--- src/rtl/cc_cond_eval.sv ---
// cc_cond_eval: condition-code register plus tagged condition evaluator.
//
// Latches N/Z/V/C from the adder/subtractor into a CCR and serves tagged
// evaluation requests over valid/ready. Each accepted request pushes a
// {taken, tag} result into a 2-entry response FIFO.
//
// Ports:
//   clk, rst_n                   clock, synchronous active-low reset
//   cc_we, cc{n,z,v,c}_in        CCR write enable and flag inputs
//   req_valid/req_ready          request handshake; req_cond, req_tag payload
//   rsp_valid/rsp_ready          response handshake; rsp_taken, rsp_tag payload
//   flags_out, flags_valid       registered CCR {N,Z,V,C}, written-since-reset
//   taken_cnt                    saturating count of taken responses popped
module cc_cond_eval #(
  parameter int unsigned TAG_W = 4,
  parameter int unsigned CNT_W = 8
) (
  input  logic             clk,
  input  logic             rst_n,
  input  logic             cc_we,
  input  logic             ccn_in,
  input  logic             ccz_in,
  input  logic             ccv_in,
  input  logic             ccc_in,
  input  logic             req_valid,
  output logic             req_ready,
  input  logic [3:0]       req_cond,
  input  logic [TAG_W-1:0] req_tag,
  output logic             rsp_valid,
  input  logic             rsp_ready,
  output logic             rsp_taken,
  output logic [TAG_W-1:0] rsp_tag,
  output logic [3:0]       flags_out,
  output logic             flags_valid,
  output logic [CNT_W-1:0] taken_cnt
);

  logic [3:0]       ccr_q;
  logic             flags_valid_q;
  logic             taken_q [2];
  logic [TAG_W-1:0] tag_q [2];
  logic             wr_ptr_q;
  logic             rd_ptr_q;
  logic [1:0]       count_q;
  logic [CNT_W-1:0] taken_cnt_q;

  logic [3:0] eff_flags;
  logic       f_n, f_z, f_v, f_c;
  logic       cond_true;
  logic       push;
  logic       pop;

  // Forward a same-cycle CCR write so back-to-back compare/branch works.
  always_comb begin
    eff_flags = cc_we ? {ccn_in, ccz_in, ccv_in, ccc_in} : ccr_q;
    f_n = eff_flags[3];
    f_z = eff_flags[2];
    f_v = eff_flags[1];
    f_c = eff_flags[0];
  end

  always_comb begin
    cond_true = 1'b0;
    case (req_cond)
      4'd0:  cond_true = f_z;
      4'd1:  cond_true = ~f_z;
      4'd2:  cond_true = f_c;
      4'd3:  cond_true = ~f_c;
      4'd4:  cond_true = f_n;
      4'd5:  cond_true = ~f_n;
      4'd6:  cond_true = f_v;
      4'd7:  cond_true = ~f_v;
      4'd8:  cond_true = f_c & ~f_z;
      4'd9:  cond_true = ~f_c | f_z;
      4'd10: cond_true = (f_n == f_v);
      4'd11: cond_true = (f_n != f_v);
      4'd12: cond_true = ~f_z & (f_n == f_v);
      4'd13: cond_true = f_z | (f_n != f_v);
      4'd14: cond_true = 1'b1;
      4'd15: cond_true = 1'b0;
      default: cond_true = 1'b0;
    endcase
  end

  // req_ready deliberately ignores rsp_ready: no comb path downstream-to-upstream.
  assign req_ready = (flags_valid_q | cc_we) & (count_q != 2'd2);
  assign rsp_valid = (count_q != 2'd0);
  assign push      = req_valid & req_ready;
  assign pop       = rsp_valid & rsp_ready;

  always_ff @(posedge clk) begin
    if (!rst_n) begin
      ccr_q         <= 4'b0000;
      flags_valid_q <= 1'b0;
      taken_q       <= '{default: 1'b0};
      tag_q         <= '{default: '0};
      wr_ptr_q      <= 1'b0;
      rd_ptr_q      <= 1'b0;
      count_q       <= 2'd0;
      taken_cnt_q   <= '0;
    end else begin
      if (cc_we) begin
        ccr_q         <= {ccn_in, ccz_in, ccv_in, ccc_in};
        flags_valid_q <= 1'b1;
      end
      if (push) begin
        taken_q[wr_ptr_q] <= cond_true;
        tag_q[wr_ptr_q]   <= req_tag;
        wr_ptr_q          <= ~wr_ptr_q;
      end
      if (pop) begin
        rd_ptr_q <= ~rd_ptr_q;
        if (rsp_taken && (taken_cnt_q != {CNT_W{1'b1}})) begin
          taken_cnt_q <= taken_cnt_q + 1'b1;
        end
      end
      case ({push, pop})
        2'b10:   count_q <= count_q + 2'd1;
        2'b01:   count_q <= count_q - 2'd1;
        default: count_q <= count_q;
      endcase
    end
  end

  // Head payload is masked while the FIFO is empty.
  assign rsp_taken   = rsp_valid & taken_q[rd_ptr_q];
  assign rsp_tag     = rsp_valid ? tag_q[rd_ptr_q] : '0;
  assign flags_out   = ccr_q;
  assign flags_valid = flags_valid_q;
  assign taken_cnt   = taken_cnt_q;

endmodule

--- config.mk ---
export PLATFORM = sky130hd
export DESIGN_NAME = cc_cond_eval
export DESIGN_NICKNAME = d
export VERILOG_FILES = /design/src/rtl/cc_cond_eval.sv
export SDC_FILE = /design/constraint.sdc
export NUM_CORES = 1
export LEC_CHECK = 0
export ABC_AREA = 1
export CORE_MARGIN = 2
export CORE_UTILIZATION = 33
export DETAILED_ROUTE_END_ITERATION = 12
export SLEW_MARGIN = 40
export SYNTH_ARGS = -nofsm -noshare
export SYNTH_HDL_FRONTEND = slang
export SYNTH_SLANG_ARGS = --single-unit
--- constraint.sdc ---
create_clock -name clk -period 2.3 [get_ports clk]
set_clock_uncertainty 0.1 [all_clocks]
set_input_delay 0.46 -clock clk [delete_from_list [all_inputs] [get_ports clk]]
set_output_delay 0.46 -clock clk [all_outputs]
set_load 0.1 [all_outputs]
## Yosys cells after proc, flatten, opt, wreduce, memory -nomap -nowiden

Cells that the tools add are included.

- Add/sub/neg operators: 3
- Order comparisons: 3
- Eq/ne operators: 21
- Multiplexer cells: 16
- Bitwise operators: 17
- Reduce and logical (&&, ||, !) cells: 6

Operators with widths:

| cell | number |
|---|---|
| 4-bit == test (second input constant) | 8 |
| 4-bit 2-to-1 mux | 6 |
| 4-bit by 3-bit == test with 1-bit output (second input constant) | 4 |
| 1-bit one-hot mux with 16 select lines | 1 |
| 8-bit by 1-bit adder with 8-bit output (second input constant) | 1 |
| 8-bit bitwise mux | 1 |
| 4-bit by 2-bit == test with 1-bit output (second input constant) | 2 |
| 8-bit != test (second input constant) | 1 |
| 1-bit AND | 6 |
| 1-bit inverter | 6 |
| 4-bit demux with 1-bit select | 1 |
| 4-bit by 1-bit == test with 1-bit output (second input constant) | 1 |
| 2-bit greater-or-equal comparator (second input constant) | 2 |
| 4-bit zero test | 1 |
| 1-bit 2-to-1 mux | 4 |
| 1-bit inverter with 2-bit output | 2 |
| 2-bit one-hot mux with 2 select lines | 1 |
| 2-bit nonzero test | 2 |
| 1-bit bitwise OR | 3 |
| 2-bit by 1-bit adder with 2-bit output (second input constant) | 1 |
| 2-bit bitwise mux | 1 |
| 2-bit by 1-bit == test with 1-bit output (second input constant) | 1 |
| 2-bit == test (second input constant) | 1 |
| 1-bit logical AND | 2 |
| other kinds (7) | 7 |

- Bits in registers: 27
- Input bits: 17
- Output and inout bits: 20
- Word-level logic and storage cells: 76

## Depth between registers and ports, before layout

Gate-level depths: netlist of the first run.

- Depth in word-level cells: 7
- Depth in mapped cells: 13
- Mapped depth without buffers: 13

## Worst setup path after synthesis of the first run

OpenSTA, ideal clock, no wires.

- Path type: reg2reg
- From: register flags_valid_q, in the netlist flags_valid
- To: register count_q[1]
- Arrival time: 3.074 ns
- Path slack: -0.943 ns
- Cell stages (with the launch flop): 10
- Path buffers: 0
- Cell sequence: dfxtp_1 > inv_1 > a22oi_2 > nand2_1 > ha_1 > inv_1 > nand2_1 > nor2_1 > o21ai_0 > a21oi_1

- Cells in the longest elaborated chain, start to end: 5
- Elaborated cells between the ends (all ways): 7

Ends and longest elaborated chain:

| item | RTL line | source |
|---|---|---|
| start: declaration | 39 | `logic flags_valid_q;` |
| start signal: assignment | 94 | `flags_valid_q <= 1'b0;` |
| start signal: assignment | 104 | `flags_valid_q <= 1'b1;` |
| 1-bit bitwise OR * | 86 | `assign req_ready = (flags_valid_q \| cc_we) & (count_q != 2'd2);` |
| 1-bit AND * | 86 |  |
| net req_ready | 26 | `output logic req_ready,` |
| 1-bit AND * | 88 | `assign push = req_valid & req_ready;` |
| 2-bit by 1-bit == test with 1-bit output or 2-bit == test (tied branches) | 117 | `case ({push, pop})` |
| 2-bit one-hot mux with 2 select lines or 2-bit nonzero test (tied branches) | n/a |  |
| end signal: assignment | 118 | `2'b10: count_q <= count_q + 2'd1;` |
| end signal: assignment | 119 | `2'b01: count_q <= count_q - 2'd1;` |
| end signal: assignment | 120 | `default: count_q <= count_q;` |
| end: declaration | 44 | `logic [1:0] count_q;` |

Mark *: on every way through the listed nets, which the timed path passes. The rest lies on a longest branch.
A chain may end at the register's enable or synchronous reset.

## Final worst setup path of the first run

- From: input cc_we
- To: output req_ready

- Cells in the longest elaborated chain, start to end: 2

Ends and longest elaborated chain:

| item | RTL line | source |
|---|---|---|
| start: declaration | 20 | `input logic cc_we,` |
| 1-bit bitwise OR | 86 |  |
| 1-bit AND | 86 |  |
| end: declaration | 26 |  |

Every way passes these cells.

==> results.sh, run 1 <==
export IMPL_crit_fanout=8
export IMPL_drt_initial_drc_count=71
export IMPL_swShare_pct=41.9
export IMPL_cts_setup_buffers=0
export IMPL_core_um2=4090
export IMPL_p_leak_nw=0.902
export IMPL_p_clk_share_pct=18.6
export IMPL_cp_end_kind="output port"
export IMPL_ios=37
export IMPL_max_stage_delay_ps=490
export IMPL_holdPathEnd="flags_valid"
export IMPL_numClockSinks=27
export IMPL_fmax_mhz=480
export IMPL_track_usage_pct=13.7
export IMPL_via_per_inst=4.68
export IMPL_num_rows=23
export IMPL_hold_path_startpoint="flags_valid"
export IMPL_rsz0062_at_grt="false"
export IMPL_status="finished clean"
export IMPL_drv_slew=0
export IMPL_cts_tree="built"
export IMPL_synth_seq_cells=27
export IMPL_setup_viol_count_final=0
export IMPL_p_per_area_nw_per_um2=713
export IMPL_clock_root_buffer="clkbuf_8"
export IMPL_ant_nets=0
export IMPL_fill_cells=417
export IMPL_synth_fp_nets=238
export IMPL_p_total_mw=1.43
export IMPL_num_vias=1464
export IMPL_htree_num_levels=1
export IMPL_tightest_slew_ps=423
export IMPL_reg2reg_to="taken_cnt[4]"
export IMPL_nNetsFinal=283
export IMPL_worstHoldPathType="flip-flop to flip-flop"
export IMPL_firstDrtPassIters=4
export IMPL_hpwlAfterDp_mm=2.58
export IMPL_required_ps=1740
export IMPL_peakVddDrop_mv=0.353
export IMPL_antenna_found_initial=0
export IMPL_die_y_um=69.8
export IMPL_reg2reg_depth=10
export IMPL_io_buffers=36
export IMPL_r2r_start="count_q[0]"
export IMPL_wl_per_cell_um=10.8
export IMPL_path_cells="clkdlybuf4s50_1 -> inv_2 -> a22oi_2 -> buf_4 -> buf_12"
export IMPL_die_w_um=69.8
export IMPL_insertion_delay_ps=270
export IMPL_min_period_ps=2080
export IMPL_min_path_cells=2
export IMPL_cts_made_buffers=3
export IMPL_r2r_slack_ps=580
export IMPL_place_congestion=0.863
export IMPL_drc=0
export IMPL_combPwrFrac_pct=43.0
export IMPL_crit_path_start_kind="input port"
export IMPL_fin_crit_sh_pct=90.5
export IMPL_grt_first_pass_wirelength_mm=5.51
export IMPL_layout_commonest_cell="nand2_1"
export IMPL_final_cell_mix="58 x nand2_1, 33 x nor2_1, 26 x inv_1"
export IMPL_seq_area_frac_synth_pct=37.8
export IMPL_ys_types=28
export IMPL_regArea_um2=547
export IMPL_grt_overflow_total=0
export IMPL_cts_resized=0
export IMPL_power_frac_seq_pct=38.4
export IMPL_slowest_stage="clkdlybuf4s50_1"
export IMPL_dieArea_um2=4870
export IMPL_synth_cell_area_um2=1430
export IMPL_cell_internal_pwr_mw=0.829
export IMPL_drt_wl_total_mm=3.37
export IMPL_p_sw_mw=0.597
export IMPL_hold_viol=0
export IMPL_initial_utilization_pct=35.0
export IMPL_synthesis_instances=219
export IMPL_multi_input_area_um2=786
export IMPL_clk_pin_slew_ps=90
export IMPL_holdBufCountCts=0
export IMPL_crit_type="input port to output port"
export IMPL_synthToLayoutAreaGrowth_pct=39.9
export IMPL_synth_avg_cell_area_um2=6.52
export IMPL_cts_max_path_buffers=2
export IMPL_maxCapViolCount=0
export IMPL_arrival_ps=1520
export IMPL_post_route_util_pct=48.9
export IMPL_diodes=0
export IMPL_layout_drive_gt1_share_pct=20.5
export IMPL_grt_max_degree=18
export IMPL_slew_limit_headroom_pct=71.6
export IMPL_grt_pass1_vias=1239
export IMPL_ys_warn_count=0
export IMPL_tns_ps=0
-- per-layer routing --
metal | vias to the layer above | GRT usage, % | share of wire [%]
met2 | 27 | 22.0 | 46
li1 | 784 | - | -
met5 | - | 0 | 0
met4 | 0 | 3.85 | 1.3
met3 | 4 | 3.34 | 3.5
met1 | 649 | 18.3 | 49
-- cell usage after synthesis, drive strengths merged --
master  number  share of area [%]
nor4         1               0.88
o21bai       1               0.53
nand4        3                1.3
nor3         1               0.35
o21ai       18                6.6
clkinv       2               0.61
nand3b       1               0.53
nor2        36                 10
buf          1               0.26
nand3       10                3.9
nand2       60                 16
xnor2        1               0.61
and3         1               0.44
dfxtp       27                 38
ha           2                1.8
o211ai       2                1.1
clkbuf       1               0.26
a22oi        1               0.88
a21oi       19                8.2
inv         31                8.1
-- power groups by stage --
stage	logic, mW	registers [mW]	clock network [mW]
CTS	0.618	0.549	0.283
global route	0.653	0.555	0.298
detailed placement	0.617	0.559	0
global placement	0.613	0.559	0
finish	0.613	0.548	0.265
floorplan	0.361	0.616	0
-- kinds of logic after synthesis --
logic type	share of synthesized area, %
and+or+nand+nor	33.3
buffers and inverters	9.28
xor gates and xnor gates	0.613
adders and majority gates	1.75
DFF	37.8
AOI/OAI and AO/OA	17.2
-- worst max path at each step --
stage / start / to / slack [ps] / cells past startpoint
after detailed placement: cc_we / count_q[1] / 170 / 10
after global placement: cc_we / taken_q[0] / 190 / 13
after CTS: cc_we / req_ready / 210 / 5
after global routing: cc_we / req_ready / 160 / 5
after floorplan: flags_valid / count_q[1] / -280 / 9
final: cc_we / req_ready / 220 / 5
-- layout make-up --
class,instances,share of cell area [%]
clock buffer,4,2.25
inverter,33,6.45
multi-input combinational,157,39.3
sequential,27,27.3
tap,50,3.13
timing repair buffer,42,21.5
-- worst max-delay path, delay by kind of cell --
kind,cells,cell delay [ps]
buffers and inverters,4,890
AOI/OAI and AO/OA,1,160
-- per-stage QoR --
| step | instances | worst slack [ps] | instance area [µm²] | hold slack [ps] |
|---|---|---|---|---|
| 3_3_place_gp | 309 | 187 | 1950 | 375 |
| 4_1_cts | 313 | 212 | 2000 | 392 |
| 3_5_place_dp | 309 | 166 | 1950 | 372 |
| 6_report | 313 | 218 | 2000 | 387 |
| 5_1_grt | 313 | 158 | 2000 | 414 |
| 2_1_floorplan | 219 | -281 | 1470 | 365 |
-- state kept, by name, indices dropped and copies added, names as in the netlist --
| register | count |
|---|---|
| count_q | 2 |
| flags_out | 4 |
| flags_valid | 1 |
| rd_ptr_q | 1 |
| tag_q | 8 |
| taken_cnt | 8 |
| taken_q | 2 |
| wr_ptr_q | 1 |
No activity file was read; power rests on OpenSTA's default activity.
==> inputs of run 2 (changes only) <==
--- a/config.mk
+++ b/config.mk
@@ -8,6 +8,7 @@
 export ABC_AREA = 1
 export CORE_MARGIN = 2
 export CORE_UTILIZATION = 33
+export CTS_CLUSTER_SIZE = 12
 export DETAILED_ROUTE_END_ITERATION = 12
 export SLEW_MARGIN = 40
 export SYNTH_ARGS = -nofsm -noshare
==> results of run 2 <==
Same layout as run 1: the final DEF is identical, and so are final timing and power.
